<file path="src/rtl/ex_stage.sv">
// ALU execute stage with a two-entry output buffer (OUT + SKID); one cycle from accept to out_valid.
// Backpressure: in_ready is registered and drops only when both OUT and SKID hold beats; flush empties the stage.
module ex_stage #(
  parameter int XLEN = 32
) (
  input  logic            clk,
  input  logic            rst,
  input  logic            in_valid,
  output logic            in_ready,
  input  logic [3:0]      alu_ctrl,
  input  logic [XLEN-1:0] op_a,
  input  logic [XLEN-1:0] op_b,
  input  logic [4:0]      rd_in,
  input  logic            reg_write_in,
  input  logic            is_branch_in,
  input  logic            flush,
  output logic            out_valid,
  input  logic            out_ready,
  output logic [XLEN-1:0] result,
  output logic            zero,
  output logic [4:0]      rd_out,
  output logic            reg_write_out,
  output logic            branch_taken,
  output logic            illegal,
  output logic [7:0]      illegal_count
);

  localparam logic [3:0] ALU_AND = 4'b0000;
  localparam logic [3:0] ALU_OR  = 4'b0001;
  localparam logic [3:0] ALU_ADD = 4'b0010;
  localparam logic [3:0] ALU_SUB = 4'b0110;
  localparam logic [3:0] ALU_SLT = 4'b0111;

  typedef struct packed {
    logic [XLEN-1:0] result;
    logic            zero;
    logic [4:0]      rd;
    logic            reg_write;
    logic            branch_taken;
    logic            illegal;
  } beat_t;

  typedef enum logic [1:0] {
    EMPTY = 2'd0,
    ONE   = 2'd1,
    FULL  = 2'd2
  } state_t;

  state_t          state_q, state_d;
  beat_t           new_beat, out_q, skid_q;
  logic [XLEN-1:0] alu_res;
  logic            alu_ill;
  logic            in_ready_q;
  logic [7:0]      ill_cnt_q;
  logic            accept, xfer;
  logic            load_out_new, load_out_skid, load_skid;

  always_comb begin
    alu_res = '0;
    alu_ill = 1'b0;
    case (alu_ctrl)
      ALU_ADD: alu_res = op_a + op_b;
      ALU_SUB: alu_res = op_a - op_b;
      ALU_AND: alu_res = op_a & op_b;
      ALU_OR:  alu_res = op_a | op_b;
      ALU_SLT: alu_res = {{(XLEN-1){1'b0}}, ($signed(op_a) < $signed(op_b))};
      default: alu_ill = 1'b1;
    endcase
  end

  // An illegal beat still flows through so downstream sees the flag, but it must not write back or branch.
  always_comb begin
    new_beat.result       = alu_res;
    new_beat.zero         = (alu_res == '0);
    new_beat.rd           = rd_in;
    new_beat.reg_write    = reg_write_in & ~alu_ill;
    new_beat.branch_taken = is_branch_in & (alu_res == '0) & ~alu_ill;
    new_beat.illegal      = alu_ill;
  end

  assign accept    = in_valid & in_ready_q & ~flush;
  assign out_valid = (state_q != EMPTY);
  assign xfer      = out_valid & out_ready;

  always_comb begin
    state_d       = state_q;
    load_out_new  = 1'b0;
    load_out_skid = 1'b0;
    load_skid     = 1'b0;
    case (state_q)
      EMPTY: begin
        if (accept) begin
          state_d      = ONE;
          load_out_new = 1'b1;
        end
      end
      ONE: begin
        if (accept && xfer) begin
          load_out_new = 1'b1;
        end else if (accept) begin
          state_d   = FULL;
          load_skid = 1'b1;
        end else if (xfer) begin
          state_d = EMPTY;
        end
      end
      FULL: begin
        if (xfer) begin
          state_d       = ONE;
          load_out_skid = 1'b1;
        end
      end
      default: state_d = EMPTY;
    endcase
    if (flush) begin
      state_d = EMPTY;
    end
  end

  always_ff @(posedge clk) begin
    if (rst) begin
      state_q    <= EMPTY;
      in_ready_q <= 1'b1;
      ill_cnt_q  <= 8'd0;
    end else begin
      state_q    <= state_d;
      in_ready_q <= (state_d != FULL);
      if (accept && new_beat.illegal && (ill_cnt_q != 8'hFF)) begin
        ill_cnt_q <= ill_cnt_q + 8'd1;
      end
    end
  end

  // Payload needs no reset: it is only observed while the matching state says it is valid.
  always_ff @(posedge clk) begin
    if (load_out_new) begin
      out_q <= new_beat;
    end else if (load_out_skid) begin
      out_q <= skid_q;
    end
    if (load_skid) begin
      skid_q <= new_beat;
    end
  end

  assign in_ready      = in_ready_q;
  assign illegal_count = ill_cnt_q;
  assign result        = out_q.result;
  assign zero          = out_q.zero;
  assign rd_out        = out_q.rd;
  assign reg_write_out = out_q.reg_write;
  assign branch_taken  = out_q.branch_taken;
  assign illegal       = out_q.illegal;

endmodule
</file>
<file path="config.mk">
export PLATFORM = sky130hd
export DESIGN_NAME = ex_stage
export DESIGN_NICKNAME = d
export VERILOG_FILES = /design/src/rtl/ex_stage.sv
export SDC_FILE = /design/constraint.sdc
export NUM_CORES = 1
export LEC_CHECK = 0
export CORE_ASPECT_RATIO = 2
export CORE_MARGIN = 10
export CORE_UTILIZATION = 55
export CTS_BUF_LIST = sky130_fd_sc_hd__clkbuf_16
export DETAILED_ROUTE_END_ITERATION = 8
export HOLD_SLACK_MARGIN = 0.02
export PLACE_DENSITY = 0.81
export SETUP_SLACK_MARGIN = 0.2
export SLEW_MARGIN = 20
export SYNTH_ARGS = -nofsm -noshare
export SYNTH_HDL_FRONTEND = slang
export SYNTH_SLANG_ARGS = --single-unit
</file>
<file path="constraint.sdc">
create_clock -name clk -period 5.9 [get_ports clk]
set_input_delay 1.18 -clock clk [delete_from_list [all_inputs] [get_ports clk]]
set_output_delay 1.18 -clock clk [all_outputs]
set_load 0.01 [all_outputs]
</file>
==> flow_summary_export.csv, run 1 <==
group,metric,value,unit
cts,ctsHoldBuffers,0,
power_and_ir_drop,power.net_switching,0.714,mW
power_and_ir_drop,share_clk_of_total_power,0.270,
cts,postCtsSetupRepairBufs,0,
worst_setup_path,critical_path.endpoint_type,"flip-flop",
sta,period_share,0.911,
detailed_routing,routed_via_density,6.49,
worst_setup_path,worstSetupPathType,"input port to flip-flop",
cts,ctsHtreeMaxLevel,3,
cts,clk_transition_reported_paths,60,ps
worst_setup_path,worst-r2r-setup-slack,3650,ps
detailed_routing,route.antenna.remaining_nets,0,
sta,final_max_slew_viol_count,0,
die,placement_rows,66,
status,run_status,"finished clean",
cts,clock-root-buffer,"clkbuf_16",
cts,clock_tree.buffer_depth,2,
power_and_ir_drop,cellInternalPower,1.30,mW
placement,portBuffers,130,
logic_synthesis,count_of_flip_flops_with_a_built_in_enable_after_synthesis,82,
power_and_ir_drop,report.power.total,2.02,mW
power_and_ir_drop,swShare,0.354,
detailed_routing,drtPass1Iterations,9,
logic_synthesis,synth.net_count,1274,
grt,grt_pass1_wl,51500,µm
worst_setup_path,cp-start-kind,"input port",
cts,cts.repair.resized,0,
logic_synthesis,synthDistinctLibCells,83,
placement,dp.final_hpwl,26500,µm
power_and_ir_drop,share_of_power_burned_in_combinational_logic,0.363,
layout,design.final.nets,1385,
worst_setup_path,cp.required,6070,ps
detailed_routing,dr_total_vias,9170,
logic_synthesis,most_numerous_cell_in_the_yosys_netlist,"a21oi_1",
sta,fmax,186,MHz
grt,grt_overflow_total,0,
detailed_routing,avgRoutedWirePerCell,23.3,µm
sta,min_period,5370,ps
layout,area_growth,20.0,%
detailed_routing,drt_wl_total,32900,µm
layout,final.fill_count,1353,
grt,initial_antenna_violation_count,0,
sta,final.setup.tns,0,ps
die,die_height,202,µm
die,coreArea,16400,µm²
worst_setup_path,worstRegToRegCells,5,
logic_synthesis,synthCells,1093,
cts,cts_num_sinks,93,
die,number_of_placed_i_o_pins,131,
sta,max_slew.worst_pin.slew,1040,ps
min_path,sink_of_the_worst_hold_path,"illegal_count[5]",
detailed_routing,drc_errors,0,
logic_synthesis,synth.largest_area_cell,"edfxtp_1",
sta,rsz0062_at_grt,"no",
placement,gp_routability_congestion,0.986,
sta,fin_skew,12.1,ps
sta,final-hold-violation-count,0,
run,maxCapViolations,0,
logic_synthesis,syn-mean-instance-area,8.37,µm²
detailed_routing,first_iter_violations,740,
grt,grt_usage,0.282,
cts,worstSkewPairLatency,350,ps
layout,area_occupied_by_registers,2680,µm²
sta,report.final.setup_viol,0,
worst_setup_path,r2r_start,"in_ready",
power_and_ir_drop,p_seq_frac,0.367,
cts,cts_inserted_buffers,9,
min_path,holdCritPathClass,"flip-flop to flip-flop",
logic_synthesis,netlist.area_leader.share,0.269,
die,floorplan.initialDensity,0.560,
min_path,hold_path.startpoint,"illegal_count[5]",
power_and_ir_drop,p_per_area,184,nW/µm²
die,die-area,22500,µm²
logic_synthesis,postSynth.asyncResetShare,0,
grt,number_of_global_route_vias_before_repair,9215,
logic_synthesis,synth_top_cells_by_count,"113 x a21oi_1, 107 x inv_1, 99 x ha_1, 88 x nand2_1, 82 x edfxtp_1",
power_and_ir_drop,power_leakage,4.54,nW
min_path,number_of_cells_on_the_worst_hold_path,2,
layout,antennaDiodeCount,0,
logic_synthesis,synthesis.area,9150,µm²
logic_synthesis,synth_top_cells_by_area,"edfxtp_1 27%, ha_1 14%, a21oi_1 6.2%, inv_1 4.4%, mux2_2 3.9%",
logic_synthesis,yosys_warnings,0,
die,die-width,111,µm
power_and_ir_drop,ir_drop,0.138,mV
layout,post_route_cells_drive_above_1_share,0.0835,
worst_setup_path,worst-endpoint-arrival,5540,ps
logic_synthesis,dominantRegCellSynth,"edfxtp_1",
sta,timing.max_slew.rel_slack,0.304,
logic_synthesis,synth-seq-cells,93,
worst_setup_path,crit-reg2reg-capture,"result[3]",
layout,multi_input_area,5840,µm²
sta,fin_hold_ws,518,ps
worst_setup_path,crit_fanout,10,
grt,grt_start_max_net_pins,56,
logic_synthesis,synth-seq-area-share,0.293,
cts,cts_tree,"done",
-- routing by layer --
metal | vias to the layer above | track usage | wire length (µm)
li1 | 4240 | - | -
met1 | 4334 | 0.280 | 11200
met2 | 448 | 0.527 | 17600
met3 | 148 | 0.0356 | 1650
met4 | 0 | 0.194 | 2490
met5 | - | 0 | 0
-- per-stage QoR --
stage / setup WS, ps / cell area (µm²) / util / cells
floorplan: 1190 / 9150 / - / 1093
CTS: 666 / 11000 / 0.671 / 1413
finish: 527 / 11000 / 0.672 / 1413
global route: 335 / 11000 / 0.672 / 1413
global placement: 466 / 10700 / 0.654 / 1397
detailed placement: 362 / 10700 / 0.654 / 1397
-- flip-flops by register name (all words and copies together), names as in the netlist --
register and cells:
branch_taken 1, state_q 2, illegal_count 8, in_ready 1
zero 1, skid_q 41, result 32, rd_out 5
reg_write_out 1, illegal 1
-- logic make-up after synthesis --
family | count (synthesis) | synth area share
xor gates and xnor gates | 21 | 0.0201
AOI/OAI and AO/OA | 345 | 0.247
and+or+nand+nor | 320 | 0.175
adders and majority gates | 101 | 0.140
DFF | 93 | 0.293
buffers and inverters | 169 | 0.0723
muxes | 44 | 0.0525
-- final cells by class --
| cell class | count | area share |
|---|---|---|
| clock buffers | 9 | 0.0205 |
| clock inverters | 7 | 0.00513 |
| inverters | 111 | 0.0379 |
| multi-input cells | 831 | 0.532 |
| flip-flops and latches | 93 | 0.244 |
| well taps | 204 | 0.0232 |
| repair buffers | 158 | 0.137 |
-- power by group through the flow --
stage / clock network [mW] / registers [mW] / logic (mW)
after floorplan: 0 / 0.760 / 0.438
after global placement: 0 / 0.753 / 0.705
after detailed placement: 0 / 0.754 / 0.710
after CTS: 0.545 / 0.740 / 0.716
after global routing: 0.577 / 0.740 / 0.789
final: 0.544 / 0.739 / 0.732
-- worst max-delay path: stages --
cell             delay [ps]
clkdlybuf4s50_1         510
inv_1                    60
ha_1                    480
nand3_1                 110
o211ai_1                440
a31oi_1                 300
o211ai_1                460
o21ai_1                 190
o41ai_1                 580
mux2i_1                 240
o21ai_0                 180
nor4_1                  270
nand4_1                 250
o31ai_2                 290
-- worst max path at each step --
stage / slack [ps] / startpoint / endpoint / depth (start not counted)
2_1_floorplan: 1190 / flush / skid_q[0] / 2
3_3_place_gp: 470 / op_a[12] / branch_taken / 14
3_5_place_dp: 360 / op_a[4] / branch_taken / 14
4_1_cts: 670 / op_a[4] / branch_taken / 14
5_1_grt: 330 / op_a[4] / branch_taken / 14
6_report: 530 / op_a[4] / branch_taken / 14
-- placed cells by master, fill, tap and decap left out, drive strengths merged, types with 9 or more instances in the layout --
| master | synthesis | layout |
|---|---|---|
| clkdlybuf4s50 | 0 | 129 |
| nor2b | 11 | 11 |
| inv | 109 | 112 |
| nor4 | 17 | 17 |
| mux2 | 32 | 32 |
| nand2 | 88 | 88 |
| o31ai | 22 | 22 |
| o21bai | 9 | 9 |
| dfxtp | 11 | 11 |
| xnor2 | 16 | 16 |
| buf | 19 | 29 |
| o21ai | 62 | 62 |
| edfxtp | 82 | 82 |
| ha | 99 | 99 |
| nand2b | 9 | 9 |
| nor2 | 79 | 79 |
| nand4 | 23 | 23 |
| mux2i | 12 | 12 |
| a21oi | 114 | 114 |
| a21o | 13 | 13 |
| a211oi | 17 | 17 |
| nor3 | 26 | 26 |
| nand3 | 22 | 22 |
| o211ai | 22 | 22 |
| clkbuf | 39 | 9 |
(Power assumes the default switching activity.)
==> run 2, diff against run 1 <==
--- a/config.mk
+++ b/config.mk
@@ -10,7 +10,8 @@
 export CORE_UTILIZATION = 55
 export CTS_BUF_LIST = sky130_fd_sc_hd__clkbuf_16
 export DETAILED_ROUTE_END_ITERATION = 8
-export HOLD_SLACK_MARGIN = 0.02
+export GPL_TIMING_DRIVEN = 1
+export HOLD_SLACK_MARGIN = 0.12
 export PLACE_DENSITY = 0.81
 export SETUP_SLACK_MARGIN = 0.2
 export SLEW_MARGIN = 20
==> results of run 2 <==
Same layout as run 1: the final DEF is identical, and so are final timing and power.
==> run 3, diff against run 2 <==
--- a/config.mk
+++ b/config.mk
@@ -6,9 +6,10 @@
 export NUM_CORES = 1
 export LEC_CHECK = 0
 export CORE_ASPECT_RATIO = 2
-export CORE_MARGIN = 10
+export CORE_MARGIN = 4
 export CORE_UTILIZATION = 55
 export CTS_BUF_LIST = sky130_fd_sc_hd__clkbuf_16
+export CTS_CLUSTER_DIAMETER = 80
 export DETAILED_ROUTE_END_ITERATION = 8
 export GPL_TIMING_DRIVEN = 1
 export HOLD_SLACK_MARGIN = 0.12
==> run 3 against run 2 <==
Compared with the run above: die area decreased by 16%; non-clock buffer count decreased by 1; fmax increased by 0.29%.
==> flow_summary_export.csv, run 3 (synthesis gave the netlist of run 1 again) <==
group,metric,value,unit
placement,place_ws,307,ps
cts,clk_transition_reported_paths,70,ps
die,die-area,18900,µm²
die,die-width,99.2,µm
sta,report.final.setup_viol,0,
placement,placed_cells,1396,
detailed_routing,drc_errors,0,
layout,final.fill_count,1353,
grt,grt_overflow_total,0,
cts,cts_inserted_buffers,9,
worst_setup_path,worst-r2r-setup-slack,3440,ps
sta,final_max_slew_viol_count,0,
detailed_routing,drt_wl_total,33600,µm
sta,timing.max_slew.rel_slack,0.247,
grt,grt_start_max_net_pins,56,
cts,worstSkewPairLatency,340,ps
power_and_ir_drop,ir_drop,0.152,mV
cts,ctsHtreeMaxLevel,3,
sta,fin_skew,10.0,ps
layout,design.final.nets,1384,
status,run_status,"finished clean",
sta,period_share,0.908,
worst_setup_path,crit_fanout,9,
layout,layout_common_cells,"129 x clkdlybuf4s50_1, 113 x a21oi_1, 109 x inv_1, 99 x ha_1, 86 x nand2_1",
power_and_ir_drop,power_leakage,4.56,nW
layout,stdcell_area,11000,µm²
grt,grt_pass1_wl,51000,µm
placement,postPlaceCellArea,10700,µm²
worst_setup_path,critical_path.endpoint_type,"flip-flop",
sta,fin_hold_ws,534,ps
worst_setup_path,worstSetupPathType,"input port to flip-flop",
cts,clock-root-buffer,"clkbuf_16",
layout,area_growth,20.2,%
placement,portBuffers,130,
grt,number_of_global_route_vias_before_repair,9482,
die,die_height,190,µm
layout,final_cells,1413,
layout,largest-register,"skid_q",
power_and_ir_drop,report.power.total,2.06,mW
sta,rsz0062_at_grt,"no",
sta,fmax,187,MHz
grt,grt_usage,0.348,
die,floorplan.initialDensity,0.563,
sta,max_slew.worst_pin.slew,1110,ps
sta,final.setup.tns,0,ps
die,placement_rows,66,
placement,gp_routability_congestion,1.01,
sta,worst_slack,542,ps
detailed_routing,dr_total_vias,9274,
cts,clock_tree.buffer_depth,2,
layout,largest_reg_flops,41,
cts,cts_tree,"done",
worst_setup_path,cp.required,6070,ps
layout,post_route_cells_drive_above_1_share,0.0811,
layout,utilization,0.676,
grt,initial_antenna_violation_count,1,
die,coreArea,16300,µm²
detailed_routing,routed_via_density,6.56,
cts,cts_num_sinks,93,
detailed_routing,first_iter_violations,622,
sta,min_period,5360,ps
placement,dp.final_hpwl,26500,µm
detailed_routing,avgRoutedWirePerCell,23.7,µm
die,number_of_placed_i_o_pins,131,
detailed_routing,route.antenna.remaining_nets,0,
cts,postCtsSetupRepairBufs,0,
power_and_ir_drop,p_per_area,187,nW/µm²
run,maxCapViolations,0,
worst_setup_path,worst-endpoint-arrival,5520,ps
worst_setup_path,cp-start-kind,"input port",
detailed_routing,drtPass1Iterations,6,
sta,final-hold-violation-count,0,
layout,final_common_cell,"clkdlybuf4s50_1",
min_path,holdCritPathClass,"flip-flop to flip-flop",
## run 3: path summary, 6_finish.rpt
| kind | from | cells past startpoint | end |
|---|---|---|---|
| hold reg to reg | skid_q[22] | 2 | result[13] |
| setup / recovery | op_a[7] | 14 | zero |
| hold / removal | skid_q[22] | 2 | result[13] |
| setup reg to reg | in_ready | 5 | result[10] |
## run 3: final cells by class
| cell class | instances | area, µm² | share of cell area |
|---|---|---|---|
| timing repair buffer | 157 | 1510 | 0.137 |
| antenna | 1 | 2.50 | 0.000228 |
| sequential | 93 | 2680 | 0.244 |
| inverter | 111 | 417 | 0.0379 |
| tap | 204 | 255 | 0.0232 |
| clock inverter | 7 | 66.3 | 0.00603 |
| multi-input combinational | 831 | 5840 | 0.531 |
| clock buffer | 9 | 225 | 0.0205 |
## run 3: where the power goes
part / switching, mW / internal (mW)
sequential: 0.00517 / 0.735
clock: 0.247 / 0.326
combinational: 0.465 / 0.277
## run 3: layer usage
metal / wire length, µm / share of wire / global-route usage / vias to the layer above
met1: 10900 / 0.32 / 0.339 / 4368
met4: 3110 / 0.093 / 0.284 / 0
li1: - / - / - / 4241
met5: 0 / 0 / 0 / -
met2: 17500 / 0.52 / 0.637 / 484
met3: 2060 / 0.061 / 0.0476 / 181
## run 3: worst max-delay path, stage by stage
cell and delay [ps]:
clkdlybuf4s50_1 540, inv_1 60, ha_1 490, inv_1 200, nor4_2 370, nand3_1 170
o211ai_1 530, a31oi_1 180, a2111oi_0 600, mux2_2 270, o22ai_1 130, nor4_1 240
nand4_1 270, o21ai_0 290
## run 3: what timing repair did
item | CTS | global route
gates resized for setup | 0 | 1
hold buffers | 0 | 0
endpoints found under the setup margin | 0 | 1
